==> src/rtl/datapath.sv <==
// K&S processor execution half: PC, IR, 4x16 register file, ALU and flags.
// The instruction-type enum lives in k_and_s_pkg so the control unit can share it.
package k_and_s_pkg;
    localparam int DATA_W = 16;
    localparam int ADDR_W = 5;

    typedef enum logic [3:0] {
        I_NOP    = 4'd0,
        I_LOAD   = 4'd1,
        I_STORE  = 4'd2,
        I_MOVE   = 4'd3,
        I_ADD    = 4'd4,
        I_SUB    = 4'd5,
        I_AND    = 4'd6,
        I_OR     = 4'd7,
        I_BRANCH = 4'd8,
        I_BZERO  = 4'd9,
        I_BNEG   = 4'd10,
        I_BOV    = 4'd11,
        I_BNOV   = 4'd12,
        I_BNNEG  = 4'd13,
        I_BNZERO = 4'd14,
        I_HALT   = 4'd15
    } decoded_instruction_type;
endpackage

module datapath
    import k_and_s_pkg::*;
#(
    parameter logic [4:0] PC_RESET = 5'd0,
    parameter int DATA_W = k_and_s_pkg::DATA_W,
    parameter int ADDR_W = k_and_s_pkg::ADDR_W
) (
    input  logic                    clk,
    input  logic                    rst_n,
    input  logic                    branch,
    input  logic                    pc_enable,
    input  logic                    ir_enable,
    input  logic                    write_reg_enable,
    input  logic                    addr_sel,
    input  logic                    c_sel,
    input  logic [1:0]              operation,
    input  logic                    flags_reg_enable,
    output decoded_instruction_type decoded_instruction,
    output logic                    zero_op,
    output logic                    neg_op,
    output logic                    unsigned_overflow,
    output logic                    signed_overflow,
    output logic [ADDR_W-1:0]       ram_addr,
    output logic [DATA_W-1:0]       data_out,
    input  logic [DATA_W-1:0]       data_in
);

    logic [ADDR_W-1:0] pc;
    logic [DATA_W-1:0] ir;
    logic [DATA_W-1:0] regs [4];

    logic [ADDR_W-1:0] mem_addr;
    logic [1:0]        waddr;
    logic [1:0]        a_idx;
    logic [DATA_W-1:0] a_val;
    logic [DATA_W-1:0] b_val;
    logic [DATA_W-1:0] alu_res;
    logic [DATA_W:0]   wide_res;
    logic              alu_zero;
    logic              alu_neg;
    logic              alu_uov;
    logic              alu_sov;
    logic              unused_ir7;

    assign mem_addr   = ir[ADDR_W-1:0];
    assign unused_ir7 = ir[7];

    // Decode on the opcode byte; unknown opcodes fall back to NOP.
    always_comb begin
        decoded_instruction = I_NOP;
        unique case (ir[15:8])
            8'h00:   decoded_instruction = I_NOP;
            8'h01:   decoded_instruction = I_BRANCH;
            8'h02:   decoded_instruction = I_BZERO;
            8'h03:   decoded_instruction = I_BNEG;
            8'h05:   decoded_instruction = I_BOV;
            8'h06:   decoded_instruction = I_BNOV;
            8'h0A:   decoded_instruction = I_BNNEG;
            8'h0B:   decoded_instruction = I_BNZERO;
            8'h81:   decoded_instruction = I_LOAD;
            8'h82:   decoded_instruction = I_STORE;
            8'h91:   decoded_instruction = I_MOVE;
            8'hA1:   decoded_instruction = I_ADD;
            8'hA2:   decoded_instruction = I_SUB;
            8'hA3:   decoded_instruction = I_AND;
            8'hA4:   decoded_instruction = I_OR;
            8'hFF:   decoded_instruction = I_HALT;
            default: decoded_instruction = I_NOP;
        endcase
    end

    // Register-file port selection depends on the instruction format.
    always_comb begin
        waddr = ir[5:4];
        a_idx = ir[3:2];
        if (decoded_instruction == I_LOAD) begin
            waddr = ir[6:5];
        end else if (decoded_instruction == I_MOVE) begin
            waddr = ir[3:2];
            a_idx = ir[1:0];
        end
    end

    assign a_val    = regs[a_idx];
    assign b_val    = (decoded_instruction == I_MOVE) ? '0 : regs[ir[1:0]];
    assign data_out = regs[ir[6:5]];

    // MOVE passes A through the OR path with B forced to zero.
    always_comb begin
        wide_res = '0;
        alu_uov  = 1'b0;
        alu_sov  = 1'b0;
        unique case (operation)
            2'b00: wide_res = {1'b0, a_val | b_val};
            2'b01: begin
                wide_res = {1'b0, a_val} + {1'b0, b_val};
                alu_uov  = wide_res[DATA_W];
                alu_sov  = (a_val[DATA_W-1] == b_val[DATA_W-1]) &&
                           (wide_res[DATA_W-1] != a_val[DATA_W-1]);
            end
            2'b10: begin
                wide_res = {1'b0, a_val} - {1'b0, b_val};
                alu_uov  = wide_res[DATA_W];
                alu_sov  = (a_val[DATA_W-1] != b_val[DATA_W-1]) &&
                           (wide_res[DATA_W-1] != a_val[DATA_W-1]);
            end
            default: wide_res = {1'b0, a_val & b_val};
        endcase
    end

    assign alu_res  = wide_res[DATA_W-1:0];
    assign alu_zero = (alu_res == '0);
    assign alu_neg  = alu_res[DATA_W-1];

    always_ff @(posedge clk or negedge rst_n) begin
        if (!rst_n) begin
            pc <= PC_RESET;
        end else if (pc_enable) begin
            pc <= branch ? mem_addr : pc + 1'b1;
        end
    end

    always_ff @(posedge clk or negedge rst_n) begin
        if (!rst_n) begin
            ir <= '0;
        end else if (ir_enable) begin
            ir <= data_in;
        end
    end

    always_ff @(posedge clk or negedge rst_n) begin
        if (!rst_n) begin
            for (int i = 0; i < 4; i++) regs[i] <= '0;
        end else if (write_reg_enable) begin
            regs[waddr] <= c_sel ? alu_res : data_in;
        end
    end

    always_ff @(posedge clk or negedge rst_n) begin
        if (!rst_n) begin
            zero_op           <= 1'b0;
            neg_op            <= 1'b0;
            unsigned_overflow <= 1'b0;
            signed_overflow   <= 1'b0;
        end else if (flags_reg_enable) begin
            zero_op           <= alu_zero;
            neg_op            <= alu_neg;
            unsigned_overflow <= alu_uov;
            signed_overflow   <= alu_sov;
        end
    end

    assign ram_addr = addr_sel ? mem_addr : pc;

endmodule
==> config.mk <==
export PLATFORM = sky130hd
export DESIGN_NAME = datapath
export DESIGN_NICKNAME = d
export VERILOG_FILES = /design/src/rtl/datapath.sv
export SDC_FILE = /design/constraint.sdc
export NUM_CORES = 1
export LEC_CHECK = 0
export ABC_AREA = 1
export BUFFER_PORTS_ARGS = -buffer_cell sky130_fd_sc_hd__buf_2
export CORE_MARGIN = 5
export CORE_UTILIZATION = 41
export CTS_BUF_LIST = sky130_fd_sc_hd__clkbuf_4 sky130_fd_sc_hd__clkbuf_8
export CTS_CLUSTER_SIZE = 20
export DETAILED_ROUTE_END_ITERATION = 8
export GPL_ROUTABILITY_DRIVEN = 0
export GPL_TIMING_DRIVEN = 0
export HOLD_SLACK_MARGIN = 0.02
export PLACE_DENSITY_LB_ADDON = 0.15
export SETUP_SLACK_MARGIN = 0.4
export SYNTH_ARGS = -nofsm -noshare
export SYNTH_HDL_FRONTEND = slang
export SYNTH_SLANG_ARGS = --single-unit
==> constraint.sdc <==
create_clock -name clk -period 5.2 [get_ports clk]
set_clock_uncertainty 0.15 [all_clocks]
set_input_delay 0 -clock clk [delete_from_list [all_inputs] [get_ports clk]]
set_output_delay 0 -clock clk [all_outputs]
set_load 0.1 [all_outputs]
-- Word level (Yosys, flattened, before mapping)
Index checks and enable logic that the tools add are counted.
- add/sub/neg operators: 3
- order comparisons: 5
- reduce and logical (&&, ||, !) cells: 5
- multiplexer cells: 24
- bitwise logic cells: 6
- equal/unequal tests: 23
- operators with widths (cell ; count):
    $mux 16 ; 9
    $bmux 16 s2 ; 3
    $bwmux 64 ; 1
    $eq 8x8->1 const B ; 8
    $pmux 4 s15 ; 1
    $pmux 16 s3 ; 1
    $demux 16 s2 ; 1
    $add 16x16->17 ; 1
    $sub 16x16->17 ; 1
    $and 16x16->16 ; 1
    $eq 8x2->1 const B ; 2
    $eq 8x3->1 const B ; 2
    $eq 8x4->1 const B ; 2
    $logic_not 16->1 ; 1
    $or 16x16->16 ; 1
    $ge 3x3->1 const B ; 4
    $not 2->3 ; 4
    $mux 5 ; 2
    $eq 8x1->1 const B ; 1
    $mux 2 ; 4
    $add 5x1->5 const B ; 1
    $eq 4x1->1 const B ; 1
    $eq 4x2->1 const B ; 1
    $pmux 1 s2 ; 2
    7 further kinds ; 11
- flip-flop bits (word level): 89
- logic and storage cells: 76
- output and inout bits: 29

-- Longest topological paths before layout
Gate-level depths: netlist of the first run.
- depth in word-level cells: 13
- depth in mapped cells: 34

-- Worst setup path after synthesis of the first run
No wires, ideal clock.
- path kind: register to register
- from: register ir[14]
- to: register regs[14] in the netlist's numbering
- setup slack: 1509 ps
- clock period less this slack: 3691 ps
- data required time: 4985 ps
- arrival: 3476 ps
- cell stages (with the launch flop): 30
- cell sequence: dfrtp_1 -> inv_2 -> nand2_1 -> nor2_2 -> nand3_1 -> nand2_2 -> buf_6 -> clkbuf_1 -> nand2_1 -> a32oi_1 -> inv_1 -> ha_1 -> buf_2 -> inv_1 -> nand2_1 -> nand2_1 -> inv_1 -> nand2_1 -> nand3_1 -> nand3_1 -> nand2_1 -> a21oi_1 -> inv_1 -> nand3_1 -> nand3_1 -> a21boi_2 -> nand2_1 -> nand2_2 -> nand2_1 -> nand2_1
- longest elaborated chain between the ends: 13
- ends and longest elaborated chain (item ; line ; source):
    start, declared ; 55 ; logic [DATA_W-1:0] ir;
    start signal, assigned ; 153 ; ir <= data_in;
    $eq 8x8->1 (tied with other cells) ; 77 ; unique case (ir[15:8])
    $pmux 4 s15 * ; 77 ;
    $eq 4x2->1 ; 104, 111 ;
    $mux 2 ; 104 ; end else if (decoded_instruction == I_MOVE) begin
    $mux 2 ; 102 ; if (decoded_instruction == I_LOAD) begin
    $not 2->3 (implied by the code) ; 110 ; assign a_val = regs[a_idx];
    $bmux 16 s2 ; 110 ;
    $mux 16 (implied by the code) (2 in series) ; 110 ;
    $sub 16x16->17 (tied with other cells) ; 128 ; wide_res = {1'b0, a_val} - {1'b0, b_val};
    $pmux 16 s3 ; 119 ; unique case (operation)
    $mux 16 ; 161 ; regs[waddr] <= c_sel ? alu_res : data_in;
    $bwmux 64 * ; 161 ;
    end signal, assigned by index ; 161 ;
    end, declared ; 56 ; logic [DATA_W-1:0] regs [4];
Every way passes the cells marked *; elsewhere a longest branch is shown, timed or not. The select of a mux whose other input is x is not followed.
A chain may end at the register's enable or synchronous reset.

-- Worst setup path after layout of the first run
- from: register ir[9]
- to: register zero_op
- longest elaborated chain between the ends: 12
- ends and longest elaborated chain (item ; line ; source):
    $eq 8x8->1 (tied with other cells) ; 77 ;
    $pmux 4 s15 * ; 77 ;
    $eq 4x2->1 ; 104, 111 ;
    $mux 2 ; 104 ;
    $mux 2 ; 102 ;
    $not 2->3 (implied by the code) ; 110 ;
    $bmux 16 s2 ; 110 ;
    $mux 16 (implied by the code) (2 in series) ; 110 ;
    $sub 16x16->17 (tied with other cells) ; 128 ;
    $pmux 16 s3 * ; 119 ;
    $logic_not 16->1 * ; 138 ; assign alu_zero = (alu_res == '0);
    end signal, assigned ; 172 ; zero_op <= alu_zero;
    end, declared ; 45 ; output logic zero_op,
Marked as above.

==> results.py, run 1 <==
metrics = {
    "critical_path": {
        "slowest_stage": "dfrtp_1",
        "cp_common_cell": "nand2_1",
        "worstSetupPathType": "flop to flop",
        "cp_max_fo": 10,
        "crit_path_end_kind": "flop",
        "cp.arrival_ps": 4770,
        "crit_path_start_kind": "flop",
        "cp_data_required_time_ps": 5380,
        "cp_slowest_stage_delay_ps": 400,
    },
    "logic_synthesis": {
        "synth-edff-count": 0,
        "yosysTopAreaCell": "dfrtp_1",
        "syn-cell-area_um2": 8180,
        "syn_area_per_cell_um2": 6.28,
        "synth.distinct_cells": 47,
        "synthFlopType": "dfrtp_1",
        "ys_ff_latch": 88,
        "yosysSeqAreaShare_pct": 26.9,
        "syn_inst": 1302,
        "syn_nets": 1383,
        "yosys_warnings": 0,
        "synth_top_area_share_pct": 26.9,
        "async_flop_share_pct": 100,
        "ys_top_cells_by_area": "dfrtp_1 (27%), nand2_1 (16%), o21ai_0 (9.3%)",
    },
    "layout": {
        "final_common_cell": "nand2_1",
        "final_cell_mix": "nand2_1 (347), inv_1 (180), o21ai_0 (143)",
        "drive_above_1_share_pct": 11.5,
        "final_area_um2": 9520,
        "syn2layout_area_growth_pct": 16.4,
        "diodes": 0,
        "layout.nets": 1481,
    },
    "floorplanning": {
        "rows": 51,
        "fp.coreArea_um2": 19500,
        "ios": 56,
        "dieArea_um2": 22900,
        "fp.dieW_um": 151,
        "die_h_um": 151,
        "initial_utilization_pct": 41.9,
    },
    "status": {
        "status": "complete, but fails checks",
        "violations": "negative hold slack",
    },
    "clock_tree": {
        "cts_buffers": 9,
        "clockBufferDepth": 2,
        "clk_pin_slew_ps": 90,
        "clkLatencyLatePin_ps": 390,
        "post-cts-setup-buffers": 0,
        "cts_root_buffer": "clkbuf_8",
        "h-tree-depth": 3,
        "cts.sinks": 88,
        "tritoncts": "built",
    },
    "sta": {
        "hold_slack_ps": -12.6,
        "rsz0062_at_grt": "false",
        "finalCriticalPeriod_ps": 4590,
        "tightest_slew_ps": 900,
        "fin_setup_tns_ps": 0,
        "fin_crit_sh_pct": 88.3,
        "relSlewSlack_pct": 39.3,
        "setup_viol": 0,
        "hold_viol_final": 2,
        "fin_ws_ps": 607,
        "report.final.slew_viol_count": 0,
        "fmax_mhz": 218,
    },
    "grt": {
        "gr-total-overflow": 0,
        "antenna_found_initial": 0,
        "grt_pass1_vias": 8584,
        "grt_usage_pct": 27.1,
        "grt_pass1_wl_um": 47500,
        "grt_max_degree": 63,
    },
    "route": {
        "wl_per_cell_um": 18.4,
        "viasPerCell": 5.51,
        "drt-pass1-iter-count": 5,
        "drtIter0Drc": 1059,
        "vias": 9200,
        "final_antenna_net_count": 0,
        "drc": 0,
        "routed_wl_um": 30700,
    },
    "power": {
        "p_leak_uw": 0.00490,
        "power.density_nw_per_um2": 429,
        "ir_worst_vdd_v": 0.000314,
    },
    "place": {
        "place_ws_ps": 216,
        "place_area_um2": 8810,
        "port_buffers": 53,
        "dp_hpwl_um": 23300,
    },
    "flow_run": {
        "cap_violations": 0,
    },
    "worst_hold_path": {
        "hp-class": "input port to flop",
    },
}
where the power goes:
group	internal (uW)	leakage [uW]	total [uW]	switching (uW)
Sequential	861	0.00110	1050	184
Combinational	745	0.00369	2530	1790
Clock	233	0.000106	502	269
registers in the layout, summed over array words and instances (netlist names):
register / cells
regs: 64
ir: 15
pc: 5
neg_op: 1
signed_overflow: 1
unsigned_overflow: 1
zero_op: 1
cell usage after synthesis, types with 12 or more instances:
| cell type | count |
|---|---|
| a32oi_1 | 14 |
| a21oi_1 | 65 |
| inv_1 | 182 |
| o22ai_1 | 18 |
| ha_1 | 52 |
| nand2_1 | 347 |
| clkbuf_1 | 39 |
| o21ai_1 | 12 |
| nor2_1 | 122 |
| dfrtp_1 | 88 |
| o21ai_0 | 152 |
| buf_2 | 12 |
| nand3_1 | 103 |
metrics by stage:
step / hold WS [ps] / instances / util, % / power [uW]
floorplan: -446 / 1302 / - / 2790
global placement: 71.5 / 1620 / 45.0 / 3390
detailed placement: -199 / 1621 / 45.1 / 3420
CTS: 24.5 / 1670 / 47.9 / 3960
global route: 24.4 / 1670 / 48.8 / 4390
finish: -12.6 / 1670 / 48.8 / 4080
final timing paths:
check                           start       end  slack [ps]  cells after the start
max                             ir[9]   zero_op         610                     29
min                        data_in[7]  regs[39]         -10                      5
min in group asynchronous       rst_n  regs[34]         500                      4
min reg2reg                  regs[47]  regs[47]         340                      2
max in group asynchronous       rst_n  regs[45]        4060                      4
max reg2reg                     ir[9]   zero_op         610                     29
cells by family (layout without fill, tap and decap cells):
family,Yosys count,after routing,synth area share [%]
DFF,88,88,26.9
xor gates and xnor gates,4,4,0.428
buffers and inverters,248,351,12.0
AOI/OAI and AO/OA,282,282,19.3
and+or+nand+nor,623,623,32.5
adders and majority gates,54,54,8.44
muxes,3,3,0.413
layer usage:
layer	GRT usage [%]	up-vias	wire [um]
li1	-	4402	-
met1	37.7	4297	13300
met2	43.3	433	13800
met3	4.01	68	2700
met4	8.52	0	902
met5	0	-	0
critical path: cells and delay by family, from the launching register on:
| kind | cells | cell delay, ps |
|---|---|---|
| buffers and inverters | 7 | 1120 |
| DFF | 1 | 400 |
| AOI/OAI and AO/OA | 2 | 460 |
| and+or+nand+nor | 19 | 2100 |
| adders and majority gates | 1 | 310 |
repair_timing:
action                                  in CTS  in global routing
endpoints found under the hold margin      150                  0
endpoints found under the setup margin      53                 60
hold buffers                                33                  0
resized for setup                            6                 53
pin swaps                                    0                  2
layout make-up:
| class | count | area (um2) |
|---|---|---|
| Fill cell | 2094 | 10000 |
| Tap cell | 265 | 332 |
| Timing Repair Buffer | 87 | 636 |
| Inverter | 188 | 706 |
| Multi-Input combinational cell | 966 | 5160 |
| Buffer | 60 | 295 |
| Clock inverter | 6 | 58.8 |
| Sequential cell | 88 | 2200 |
| Clock buffer | 10 | 138 |
(Power assumes the default switching activity.)
==> inputs of run 2 (changes only) <==
--- a/config.mk
+++ b/config.mk
@@ -10,7 +10,7 @@
 export CORE_MARGIN = 5
 export CORE_UTILIZATION = 41
 export CTS_BUF_LIST = sky130_fd_sc_hd__clkbuf_4 sky130_fd_sc_hd__clkbuf_8
-export CTS_CLUSTER_SIZE = 20
+export CTS_CLUSTER_SIZE = 28
 export DETAILED_ROUTE_END_ITERATION = 8
 export GPL_ROUTABILITY_DRIVEN = 0
 export GPL_TIMING_DRIVEN = 0
==> constraint.sdc (replaced) <==
create_clock -name clk -period 5.9 [get_ports clk]
set_clock_uncertainty 0.15 [all_clocks]
set_input_delay 0 -clock clk [delete_from_list [all_inputs] [get_ports clk]]
set_output_delay 0 -clock clk [all_outputs]
set_load 0.1 [all_outputs]
==> run 2 against run 1 <==
Net effect:
- sequential power fell by 12%
- global-route usage barely moved
- combinational power fell by 15%
- power fell by 14%
- sequential cell count did not move
- the run now ends clean
==> results.py, run 2 (same netlist as run 1, synthesis figures left out) <==
metrics = {
    "status": {
        "status": "finished, final reports clean",
    },
    "sta": {
        "setup_viol": 0,
        "rsz0062_at_grt": "false",
        "finalCriticalPeriod_ps": 5140,
        "tightest_slew_ps": 845,
        "fin_setup_tns_ps": 0,
        "report.final.slew_viol_count": 0,
        "relSlewSlack_pct": 43.1,
        "fmax_mhz": 195,
        "fin_crit_sh_pct": 87.0,
        "hold_viol_final": 0,
    },
    "power": {
        "p_leak_uw": 0.00487,
        "ir_worst_vdd_v": 0.000276,
        "power.density_nw_per_um2": 377,
    },
    "worst_hold_path": {
        "hp-class": "input port to flop",
    },
    "clock_tree": {
        "clkLatencyLatePin_ps": 390,
        "h-tree-depth": 3,
        "tritoncts": "built",
        "post-cts-setup-buffers": 0,
        "clockBufferDepth": 2,
        "clk_pin_slew_ps": 100,
        "cts_buffers": 9,
        "cts.sinks": 88,
        "cts_root_buffer": "clkbuf_8",
    },
    "route": {
        "viasPerCell": 5.48,
        "routed_wl_um": 30500,
        "drtIter0Drc": 1041,
        "vias": 9155,
        "drt-pass1-iter-count": 6,
        "final_antenna_net_count": 0,
        "drc": 0,
        "wl_per_cell_um": 18.3,
    },
    "layout": {
        "drive_above_1_share_pct": 9.32,
        "top_register": "regs",
        "final_common_cell": "nand2_1",
        "reg_top3": "regs: 64 flops, ir: 15 flops, pc: 5 flops",
        "fin_util_pct": 47.9,
        "layout.nets": 1482,
        "n_fill_cell": 2117,
        "largest_reg_flops": 64,
        "seq_area_um2": 2200,
        "syn2layout_area_growth_pct": 14.4,
        "final_cell_mix": "nand2_1 (347), inv_1 (182), o21ai_0 (152)",
        "diodes": 0,
        "multi_input_area_um2": 5000,
    },
    "floorplanning": {
        "initial_utilization_pct": 41.9,
        "fp.dieW_um": 151,
        "die_h_um": 151,
        "fp.coreArea_um2": 19500,
        "rows": 51,
        "dieArea_um2": 22900,
        "ios": 56,
    },
    "flow_run": {
        "cap_violations": 0,
    },
    "critical_path": {
        "path_buf_inv": 7,
        "path_delay_family": "buffers and inverters",
        "slowest_stage": "dlygate4sd3_1",
        "cp.arrival_ps": 5270,
        "cp_max_fo": 10,
        "cp_slowest_stage_delay_ps": 550,
        "crit_path_end_kind": "flop",
        "crit_path_start_kind": "flop",
        "cp_common_cell": "nand2_1",
        "worstSetupPathType": "flop to flop",
        "cp_data_required_time_ps": 6040,
    },
    "grt": {
        "grt_max_degree": 63,
        "antenna_found_initial": 0,
        "use_met3_pct": 3.95,
        "grt_usage_pct": 27.1,
        "grtUsageMet1_pct": 37.7,
        "gr-max-usage-layer": "met2",
        "grt_pass1_wl_um": 47500,
        "use_met2_pct": 43.3,
        "grt_pass1_vias": 8565,
        "gr-total-overflow": 0,
    },
    "place": {
        "port_buffers": 53,
        "dp_hpwl_um": 23300,
    },
}
==> run 2: cell count changes in the layout (fill, tap and decap cells not counted), sizes merged <==
cell         change
dlygate4sd3      +1
==> run 2: what timing repair did <==
item | 4_1_cts | 5_1_grt
hold buffers | 34 | 0
endpoints found under the setup margin | 0 | 7
endpoints found under the hold margin | 145 | 0
resized for setup | 0 | 2
==> run 2: metal layers <==
metal  wire [um]  vias up
li1            -     4406
met1       13400     4274
met2       13600      419
met3        2670       56
met4         766        0
met5           0        -
==> run 2: through the flow <==
stage / area (um2) / hold slack [ps] / power, uW / setup slack [ps] / instances
6_report: 9360 / 63.2 / 3530 / 765 / 1671
5_1_grt: 9360 / 94.6 / 3790 / 445 / 1671
4_1_cts: 9360 / 24.5 / 3480 / 672 / 1671
3_5_place_dp: 8810 / -199 / 3020 / 916 / 1621
3_3_place_gp: 8780 / 71.5 / 2990 / 936 / 1620
2_1_floorplan: 8180 / -446 / 2460 / 2210 / 1302
==> run 2: layout make-up <==
type,instances,area share [%]
plain buffers,60,2.98
clock buffers,10,1.47
clock inverters,6,0.629
inverters,188,7.54
multi-input cells,966,53.4
flip-flops and latches,88,23.5
well taps,265,3.54
repair buffers,88,6.90
==> run 2: report_power, final <==
part	switching [uW]	leakage (uW)	internal [uW]
clock network	238	0.000106	205
registers	163	0.00110	759
logic	1540	0.00366	617
total	1940	0.00487	1580
==> run 2: final timing paths <==
path	slack, ps	start	to	cells after the start
worst min register to register	340	regs[47]	regs[47]	2
worst max-delay path	760	ir[14]	unsigned_overflow	26
worst max register to register	760	ir[14]	unsigned_overflow	26
worst min-delay path	60	data_in[7]	regs[39]	5
min in group asynchronous	500	rst_n	regs[34]	4
max in group asynchronous	4750	rst_n	regs[45]	4
==> run 2: worst register-to-register path: cells and delay by family (launching register included) <==
family	cells	cell delay, ps
AOI/OAI and AO/OA	4	750
adders and majority gates	1	300
buffers and inverters	7	1730
DFF	1	430
and+or+nand+nor	14	1680
